$ cat src/rtl/led_pkg.sv
// Shared types and constants for the LED pattern controller: FSM states,
// the pattern table and index helpers.
package led_pkg;

  localparam int NPAT   = 8;
  localparam int IDX_W  = $clog2(NPAT);
  localparam int CLK_HZ = 50_000_000;

  typedef enum logic [1:0] {
    ST_INIT = 2'd0,
    ST_LOAD = 2'd1,
    ST_RUN  = 2'd2
  } state_t;

  localparam logic [7:0] PAT_TABLE [NPAT] = '{
    8'h01, 8'h81, 8'h03, 8'h0F, 8'h55, 8'h33, 8'h18, 8'hFF
  };

  // NPAT is a power of two, so the natural wrap of the index gives 7 -> 0
  function automatic logic [IDX_W-1:0] next_idx(input logic [IDX_W-1:0] idx);
    return idx + IDX_W'(1);
  endfunction

endpackage

$ cat src/rtl/led_pattern_ctrl_if.sv
// Control-side signal bundle between the pattern controller (master) and
// the board/rotator side (slave).
interface led_pattern_ctrl_if;
  import led_pkg::*;

  logic             key_n;
  logic             run;
  logic [7:0]       load_data;
  logic             nload;
  logic             shift_tick;
  logic [IDX_W-1:0] pat_idx;

  modport master (
    input  key_n, run,
    output load_data, nload, shift_tick, pat_idx
  );

  modport slave (
    output key_n, run,
    input  load_data, nload, shift_tick, pat_idx
  );

endinterface

$ cat src/rtl/key_debounce.sv
// Pushbutton conditioner: 2-FF synchronizer, stability counter and a
// one-cycle pulse on each accepted press (1 -> 0 of the debounced level).
module key_debounce #(
  parameter int DEB_CYCLES = 1000000
) (
  input  logic clk,
  input  logic nrst,
  input  logic key_n,
  output logic key_db,
  output logic press
);

  localparam int              CNT_W   = $clog2(DEB_CYCLES + 1);
  localparam logic [CNT_W-1:0] CNT_MAX = CNT_W'(DEB_CYCLES - 1);

  logic             sync1_r;
  logic             sync2_r;
  logic             key_db_r;
  logic             press_r;
  logic [CNT_W-1:0] cnt_r;

  // Synchronize, then accept a new level only after DEB_CYCLES differing samples
  always_ff @(posedge clk) begin
    if (!nrst) begin
      sync1_r  <= 1'b1;
      sync2_r  <= 1'b1;
      key_db_r <= 1'b1;
      press_r  <= 1'b0;
      cnt_r    <= {CNT_W{1'b0}};
    end else begin
      sync1_r <= key_n;
      sync2_r <= sync1_r;
      press_r <= 1'b0;
      if (sync2_r == key_db_r) begin
        cnt_r <= {CNT_W{1'b0}};
      end else if (cnt_r == CNT_MAX) begin
        key_db_r <= sync2_r;
        cnt_r    <= {CNT_W{1'b0}};
        press_r  <= ~sync2_r;
      end else begin
        cnt_r <= cnt_r + CNT_W'(1);
      end
    end
  end

  assign key_db = key_db_r;
  assign press  = press_r;

endmodule

$ cat src/rtl/led_pattern_ctrl.sv
// Pattern controller: steps an 8-entry table on each debounced press, issues
// a registered active-low load strobe and paces the rotator with shift_tick.
module led_pattern_ctrl
  import led_pkg::*;
#(
  parameter int STEP_DIV   = CLK_HZ,
  parameter int DEB_CYCLES = 1000000
) (
  input  logic               clk,
  input  logic               nrst,
  led_pattern_ctrl_if.master bus
);

  localparam int               DIV_W   = $clog2(STEP_DIV);
  localparam logic [DIV_W-1:0] DIV_MAX = DIV_W'(STEP_DIV - 1);

  logic             key_db_s;
  logic             press_s;
  state_t           state_r;
  logic [DIV_W-1:0] div_r;
  logic [IDX_W-1:0] idx_r;
  logic [7:0]       data_r;
  logic             nload_r;
  logic             tick_r;

  key_debounce #(.DEB_CYCLES(DEB_CYCLES)) u_key (
    .clk    (clk),
    .nrst   (nrst),
    .key_n  (bus.key_n),
    .key_db (key_db_s),
    .press  (press_s)
  );

  // Sequencer, divider and all registered outputs; nload lags the LOAD state by one edge
  always_ff @(posedge clk) begin
    if (!nrst) begin
      state_r <= ST_INIT;
      div_r   <= {DIV_W{1'b0}};
      idx_r   <= {IDX_W{1'b0}};
      data_r  <= PAT_TABLE[0];
      nload_r <= 1'b1;
      tick_r  <= 1'b0;
    end else begin
      nload_r <= 1'b1;
      tick_r  <= 1'b0;
      case (state_r)
        ST_INIT: begin
          div_r   <= {DIV_W{1'b0}};
          state_r <= ST_LOAD;
        end
        ST_LOAD: begin
          div_r   <= {DIV_W{1'b0}};
          nload_r <= 1'b0;
          state_r <= ST_RUN;
        end
        ST_RUN: begin
          if (bus.run) begin
            if (div_r == DIV_MAX) begin
              div_r  <= {DIV_W{1'b0}};
              tick_r <= 1'b1;
            end else begin
              div_r <= div_r + DIV_W'(1);
            end
          end
          if (press_s && !key_db_s) begin
            idx_r   <= next_idx(idx_r);
            data_r  <= PAT_TABLE[next_idx(idx_r)];
            state_r <= ST_LOAD;
          end
        end
        default: begin
          div_r   <= {DIV_W{1'b0}};
          state_r <= ST_INIT;
        end
      endcase
    end
  end

  assign bus.load_data  = data_r;
  assign bus.nload      = nload_r;
  assign bus.shift_tick = tick_r;
  assign bus.pat_idx    = idx_r;

endmodule

$ cat src/flat_wrapper.sv
// flat-port wrapper written by rule: the top's interface ports become plain ports
module led_pattern_ctrl_flat import led_pkg::*;
#(
  parameter int STEP_DIV   = CLK_HZ,
  parameter int DEB_CYCLES = 1000000
)
  (clk, nrst, bus_key_n, bus_run, bus_load_data, bus_nload, bus_shift_tick, bus_pat_idx);
  led_pattern_ctrl_if bus_i ();
  input  logic clk;
  input  logic nrst;
  input wire logic [$bits(bus_i.key_n)-1:0] bus_key_n;
  input wire logic [$bits(bus_i.run)-1:0] bus_run;
  output wire logic [$bits(bus_i.load_data)-1:0] bus_load_data;
  output wire logic [$bits(bus_i.nload)-1:0] bus_nload;
  output wire logic [$bits(bus_i.shift_tick)-1:0] bus_shift_tick;
  output wire logic [$bits(bus_i.pat_idx)-1:0] bus_pat_idx;
  assign bus_i.key_n = bus_key_n;
  assign bus_i.run = bus_run;
  assign bus_load_data = bus_i.load_data;
  assign bus_nload = bus_i.nload;
  assign bus_shift_tick = bus_i.shift_tick;
  assign bus_pat_idx = bus_i.pat_idx;
  led_pattern_ctrl #(.STEP_DIV(STEP_DIV), .DEB_CYCLES(DEB_CYCLES)) u_core (.clk(clk), .nrst(nrst), .bus(bus_i));
endmodule
$ cat config.mk
export PLATFORM = sky130hd
export DESIGN_NAME = led_pattern_ctrl_flat
export DESIGN_NICKNAME = d
export VERILOG_FILES = /design/src/rtl/led_pkg.sv /design/src/rtl/led_pattern_ctrl_if.sv /design/src/rtl/key_debounce.sv /design/src/rtl/led_pattern_ctrl.sv /design/src/flat_wrapper.sv
export SDC_FILE = /design/constraint.sdc
export NUM_CORES = 1
export LEC_CHECK = 0
export CAP_MARGIN = 20
export CORE_ASPECT_RATIO = 0.5
export CORE_MARGIN = 2
export CORE_UTILIZATION = 45
export CTS_CLUSTER_DIAMETER = 60
export CTS_CLUSTER_SIZE = 12
export DETAILED_ROUTE_END_ITERATION = 10
export PLACE_DENSITY = 0.7
export SLEW_MARGIN = 20
export SYNTH_ARGS = -nofsm -noshare
export SYNTH_HDL_FRONTEND = slang
export SYNTH_SLANG_ARGS = --single-unit
$ cat constraint.sdc
create_clock -name clk -period 2 [get_ports clk]
set_input_delay 0.5 -clock clk [delete_from_list [all_inputs] [get_ports clk]]
set_output_delay 0.5 -clock clk [all_outputs]
set_load 0.02 [all_outputs]
### After elaboration in Yosys (flattened, before gate mapping)

Memories as Yosys holds them, arrays and structs flattened. A register that Yosys moved wholly into a read port is not among the register bits.
Index checks and enable logic that the tools add are counted.

| word-level totals | value |
|---|---|
| register bits after elaboration | 57 |
| latch bits | 0 |
| RAM bits | 0 |
| memory bits (read-only) | 64 |
| memories | 1 |

Memory list:

| name | words | bits a word | read ports | clocked after Yosys merged registers in | write ports | line | text |
|---|---|---|---|---|---|---|---|
| (name not given) | 8 | 8 | 1 | 1 | 0 | led_pattern_ctrl.sv:67 | `data_r <= PAT_TABLE[next_idx(idx_r)];` |

| cells by class | value |
|---|---|
| add/sub/neg operators | 3 |
| multipliers | 0 |
| divide/modulo/power cells | 0 |
| $lt $le $gt $ge | 0 |
| equal/unequal tests | 6 |
| shifts and indexed selects | 0 |
| mux-type cells | 5 |
| bitwise gates (word level) | 5 |
| reductions and logical operators | 10 |

Operators with widths:

| kind | count |
|---|---|
| $add A26 B1 Y26 const B | 1 |
| $eq A26 B26 Y1 const B | 1 |
| $mux W26 | 1 |
| $add A20 B1 Y20 const B | 1 |
| $eq A20 B20 Y1 const B | 1 |
| $pmux W2 S3 | 1 |
| $reduce_and A2 Y1 | 3 |
| $reduce_or A3 Y1 | 2 |
| $not A1 Y1 | 4 |
| $not A3 Y4 | 1 |
| $add A3 B1 Y3 const B | 1 |
| $reduce_and A3 Y1 | 1 |
| $eq A2 B1 Y1 const B | 1 |
| $eq A2 B2 Y1 const B | 1 |
| $logic_not A1 Y1 | 2 |
| $logic_not A2 Y1 | 1 |
| $mux W1 | 2 |
| $mux W2 | 1 |
| $ne A2 B1 Y1 const B | 1 |
| $eq A1 B1 Y1 | 1 |
| $logic_and A1 B1 Y1 | 1 |

### Logic depth before layout (Yosys ltp)

Gate-level depths: netlist of run 1.

| depth | value |
|---|---|
| word-level depth | 4 |
| gate-level depth with buffers | 7 |

### Hierarchy

Synthesis of run 1 repeated with hierarchy kept, for this count alone.

| second synthesis, totals | value |
|---|---|
| cells, all modules | 336 |
| area total of the unflattened synthesis | 2,972.9 µm² |

By module, submodules not included:

| module | times used | cells an instance | area each (µm²) | seq. area each (µm²) |
|---|---|---|---|---|
| led_pattern_ctrl | 1 | 221 | 1,924.3 | 800.8 |
| key_debounce | 1 | 115 | 1,048.5 | 480.5 |

### Worst setup path before layout of run 1

OpenSTA, ideal clock, no wires.

| path | value |
|---|---|
| path type | input to register |
| start point | input port bus_run |
| end point | register u_core.div_r[0] |
| library setup time | 0.117 ns |
| arrival time | 1.844 ns |
| path slack | 0.039 ns |
| cell stages on the path | 7 |
| buffers on the path | 3 |
| cell sequence | buf_2 > nand2_1 > clkbuf_1 > or4_1 > o21bai_1 > buf_2 > nor2_1 |

RTL lines:

| what | line | text |
|---|---|---|
| from (decl) | flat_wrapper.sv:12 | `input wire logic [$bits(bus_i.run)-1:0] bus_run;` |
| to (signal assigned) | led_pattern_ctrl.sv:38 | `div_r <= {DIV_W{1'b0}};` |
| to (signal assigned) | led_pattern_ctrl.sv:48 | `div_r <= {DIV_W{1'b0}};` |
| to (signal assigned) | led_pattern_ctrl.sv:52 | `div_r <= {DIV_W{1'b0}};` |
| to (decl) | led_pattern_ctrl.sv:20 | `logic [DIV_W-1:0] div_r;` |

==> results of run 1 <==
==> critical path: cells and delay by family <==
| family | cells | cell delay (ns) |
|---|---|---|
| AND/OR/NAND/NOR | 3 | 1.04 |
| buffers and inverters | 1 | 0.48 |
| AO/OA/AOI/OAI | 1 | 0.16 |
==> stage by stage <==
step	setup TNS [ns]	total power, W	hold WS, ns	setup WS [ns]	util (%)
final	0	0.00280	0.402	0.0623	59.1
after CTS	0	0.00284	0.407	0.0447	59.0
after global placement	-4.95	0.00138	0.399	-0.249	54.6
after floorplan	0	0.00136	0.386	0.0387	-
after detailed placement	-5.52	0.00139	0.397	-0.280	54.6
after global routing	0	0.00290	0.429	0.00234	59.1
==> Yosys cell counts (2+ instances only) <==
| library cell | number | share of area [%] |
|---|---|---|
| xor2_1 | 13 | 3.8 |
| o21ai_0 | 12 | 2.0 |
| and3_1 | 3 | 0.62 |
| nand4_1 | 17 | 3.5 |
| dfxtp_1 | 64 | 43 |
| nand4_2 | 2 | 0.83 |
| buf_2 | 3 | 0.50 |
| nor4_1 | 10 | 2.1 |
| nand3_1 | 10 | 1.7 |
| clkbuf_1 | 6 | 0.75 |
| nand3b_1 | 4 | 1.0 |
| o21bai_1 | 2 | 0.50 |
| or4_1 | 6 | 1.5 |
| or4_4 | 3 | 1.1 |
| inv_1 | 8 | 1.0 |
| mux2i_1 | 3 | 1.0 |
| nor3_1 | 8 | 1.3 |
| ha_1 | 7 | 2.9 |
| a21boi_0 | 5 | 1.2 |
| a21oi_1 | 21 | 3.5 |
| xnor2_1 | 15 | 4.4 |
| nand2b_1 | 6 | 1.2 |
| or2_2 | 2 | 0.42 |
| nand2_1 | 37 | 4.6 |
| a311oi_1 | 2 | 0.58 |
| nor2_1 | 34 | 4.2 |
| or3_1 | 10 | 2.1 |
| o31ai_1 | 7 | 1.7 |
| and4_1 | 5 | 1.5 |
| and2_1 | 2 | 0.42 |
| nor4bb_1 | 2 | 0.67 |
| o211a_1 | 2 | 0.67 |
==> area by class of cell <==
cell class | instances | area, um^2
tap | 88 | 110
inverter | 8 | 30.0
clock buffer | 14 | 274
fill | 547 | 2560
timing repair buffer | 40 | 353
multi-input combinational | 261 | 1650
sequential | 64 | 1280
==> sequential cells by signal, summed over array words and instances, names as in the netlist <==
name / flops
u_core.bus.load_data: 8
u_core.u_key.sync1_r: 1
u_core.u_key.sync2_r: 1
u_core.state_r: 2
u_core.div_r: 26
u_core.u_key.cnt_r: 20
u_core.bus.shift_tick: 1
u_core.u_key.press: 1
u_core.bus.pat_idx: 2
u_core.u_key.key_db: 1
u_core.bus.nload: 1
==> power by group <==
part / internal (W) / total (W) / switching, W / leakage [nW]
sequential: 0.00129 / 0.00130 / 0.00000934 / 0.517
combinational: 0.0000339 / 0.0000657 / 0.0000317 / 0.572
clock: 0.000925 / 0.00144 / 0.000516 / 0.135
total: 0.00225 / 0.00280 / 0.000557 / 1.22
==> metal layers <==
layer / global-route usage (%) / wire, um / vias up
li1: - / - / 1327
met1: 21.9 / 2940 / 1222
met2: 33.6 / 2960 / 68
met3: 8.30 / 387 / 21
met4: 9.75 / 165 / 0
met5: 0 / 0 / -
==> kinds of logic (layout without fill, tap and decap cells) <==
group,after synthesis,after routing,synth area share (%)
and+or+nand+nor,166,166,30.3
DFF,64,64,42.6
AOI/OAI and AO/OA,57,57,12.3
xor gates and xnor gates,28,28,8.15
buffers and inverters,19,62,2.87
adders and majority gates,7,7,2.91
muxes,3,3,0.998
==> path summary, 6_finish.rpt <==
path,cells after the start,to,slack (ns),start
worst max-delay path,5,u_core.div_r[17],0.06,bus_run
worst min-delay path,1,u_core.u_key.sync2_r,0.40,u_core.u_key.sync1_r
worst max register to register,5,u_core.u_key.cnt_r[17],0.15,u_core.u_key.cnt_r[13]
worst min register to register,1,u_core.u_key.sync2_r,0.40,u_core.u_key.sync1_r
==> what timing repair did <==
| item | CTS | global route |
|---|---|---|
| gates resized for setup | 0 | 1 |
| setup endpoints to repair | 0 | 20 |
| buffers inserted | 0 | 0 |
==> metrics.cfg, run 1 <==
[synthesis]
ys_seq_elements = 64
ys_types = 45
yosysSeqAreaShare_pct = 42.6
ys_warn_count = 0
synth_cells = 344
synth_ff_type = dfxtp_1
avgSynthCellArea_um2 = 8.75
async_flop_share_pct = 0
syn_nets = 355
synth_area_um2 = 3010
synth_edf_count = 0

[final_layout]
fin_cells = 475
drive_gt1_share_pct = 11.6
antennaDiodeCount = 0
design_area_um2 = 3690
area_growth_syn_to_layout_pct = 22.7
fin_nets = 395
final_common_cell = dfxtp_1
mostFrequentLayoutCells = dfxtp_1, nand2_1, nor2_1

[clocking]
cts_made_buffers = 9
cts_tree = built
clock-root-buffer = clkbuf_16
clk_pin_slew_ns = 0.05
cts.path.max_buffers = 2
clk_latency_ns = 0.33
ctsHtreeMaxLevel = 3
ctsHoldBuffers = 0
clock-sinks = 64

[placement]
placed_area_um2 = 3420
numPlacedInstances = 461
portBuffers = 16
gp_congestion = 0.881
hpwl_um = 4700

[sta]
slew_violations = 0
finalCritPeriodShare_pct = 96.9
finalHoldViolations = 0
finalSetupViolCount = 0
tightestPinTransition_ns = 0.626
slew-limit-headroom_pct = 58.0
min_period_ns = 1.94
rsz0062_at_grt = no
fmax_mhz = 516
finClkSkew_ns = 0.00318

[run_status]
status = complete, no violations

[critical_path]
max_stage_delay_ns = 0.57
critPathSlowestCell = or4_4
crit_arrival_ns = 2.20
crit_fanout = 7
start_kind = input port
cp-end-kind = flip-flop
cp_data_required_time_ns = 2.26
crit_type = in2reg
path_cells = clkdlybuf4s50_1 -> nand2_1 -> or4_4 -> or3_1 -> a21oi_1

[power_and_ir_drop]
power_density_nw_per_um2 = 759
p_leak_nw = 1.22
peakVddDrop_mv = 0.384

[global_routing]
antenna_found_initial = 0
grt-ovfl-total = 0
grt_max_degree = 19
grt_pass1_vias = 2544
track_usage_pct = 19.6
grt_pass1_wl_um = 11200

[drt]
drc_errors = 0
via_count = 2638
drt_pass1_iterations = 5
via_per_inst = 5.55
wire_per_inst_um = 13.6
ant_nets = 0
drt-initial-drc-count = 271
drt_wl_total_um = 6450

[floorplan]
fp.coreArea_um2 = 6260
dieArea_um2 = 7400
die_w_um = 120
start_util_pct = 48.1
chipHeight_um = 61.8
core.rowCount = 20
io_pins = 17

[min_path]
min_path_type = reg2reg

[run]
maxCapViolations = 0

No activity file was read; power rests on OpenSTA's default activity.
==> inputs of run 2 (changes only) <==
CTS_CLUSTER_DIAMETER = unset   (was 60)
TNS_END_PERCENT = 50   (was unset)
==> results of run 2 <==
Same layout as run 1: the final DEF is identical, and so are final timing and power.
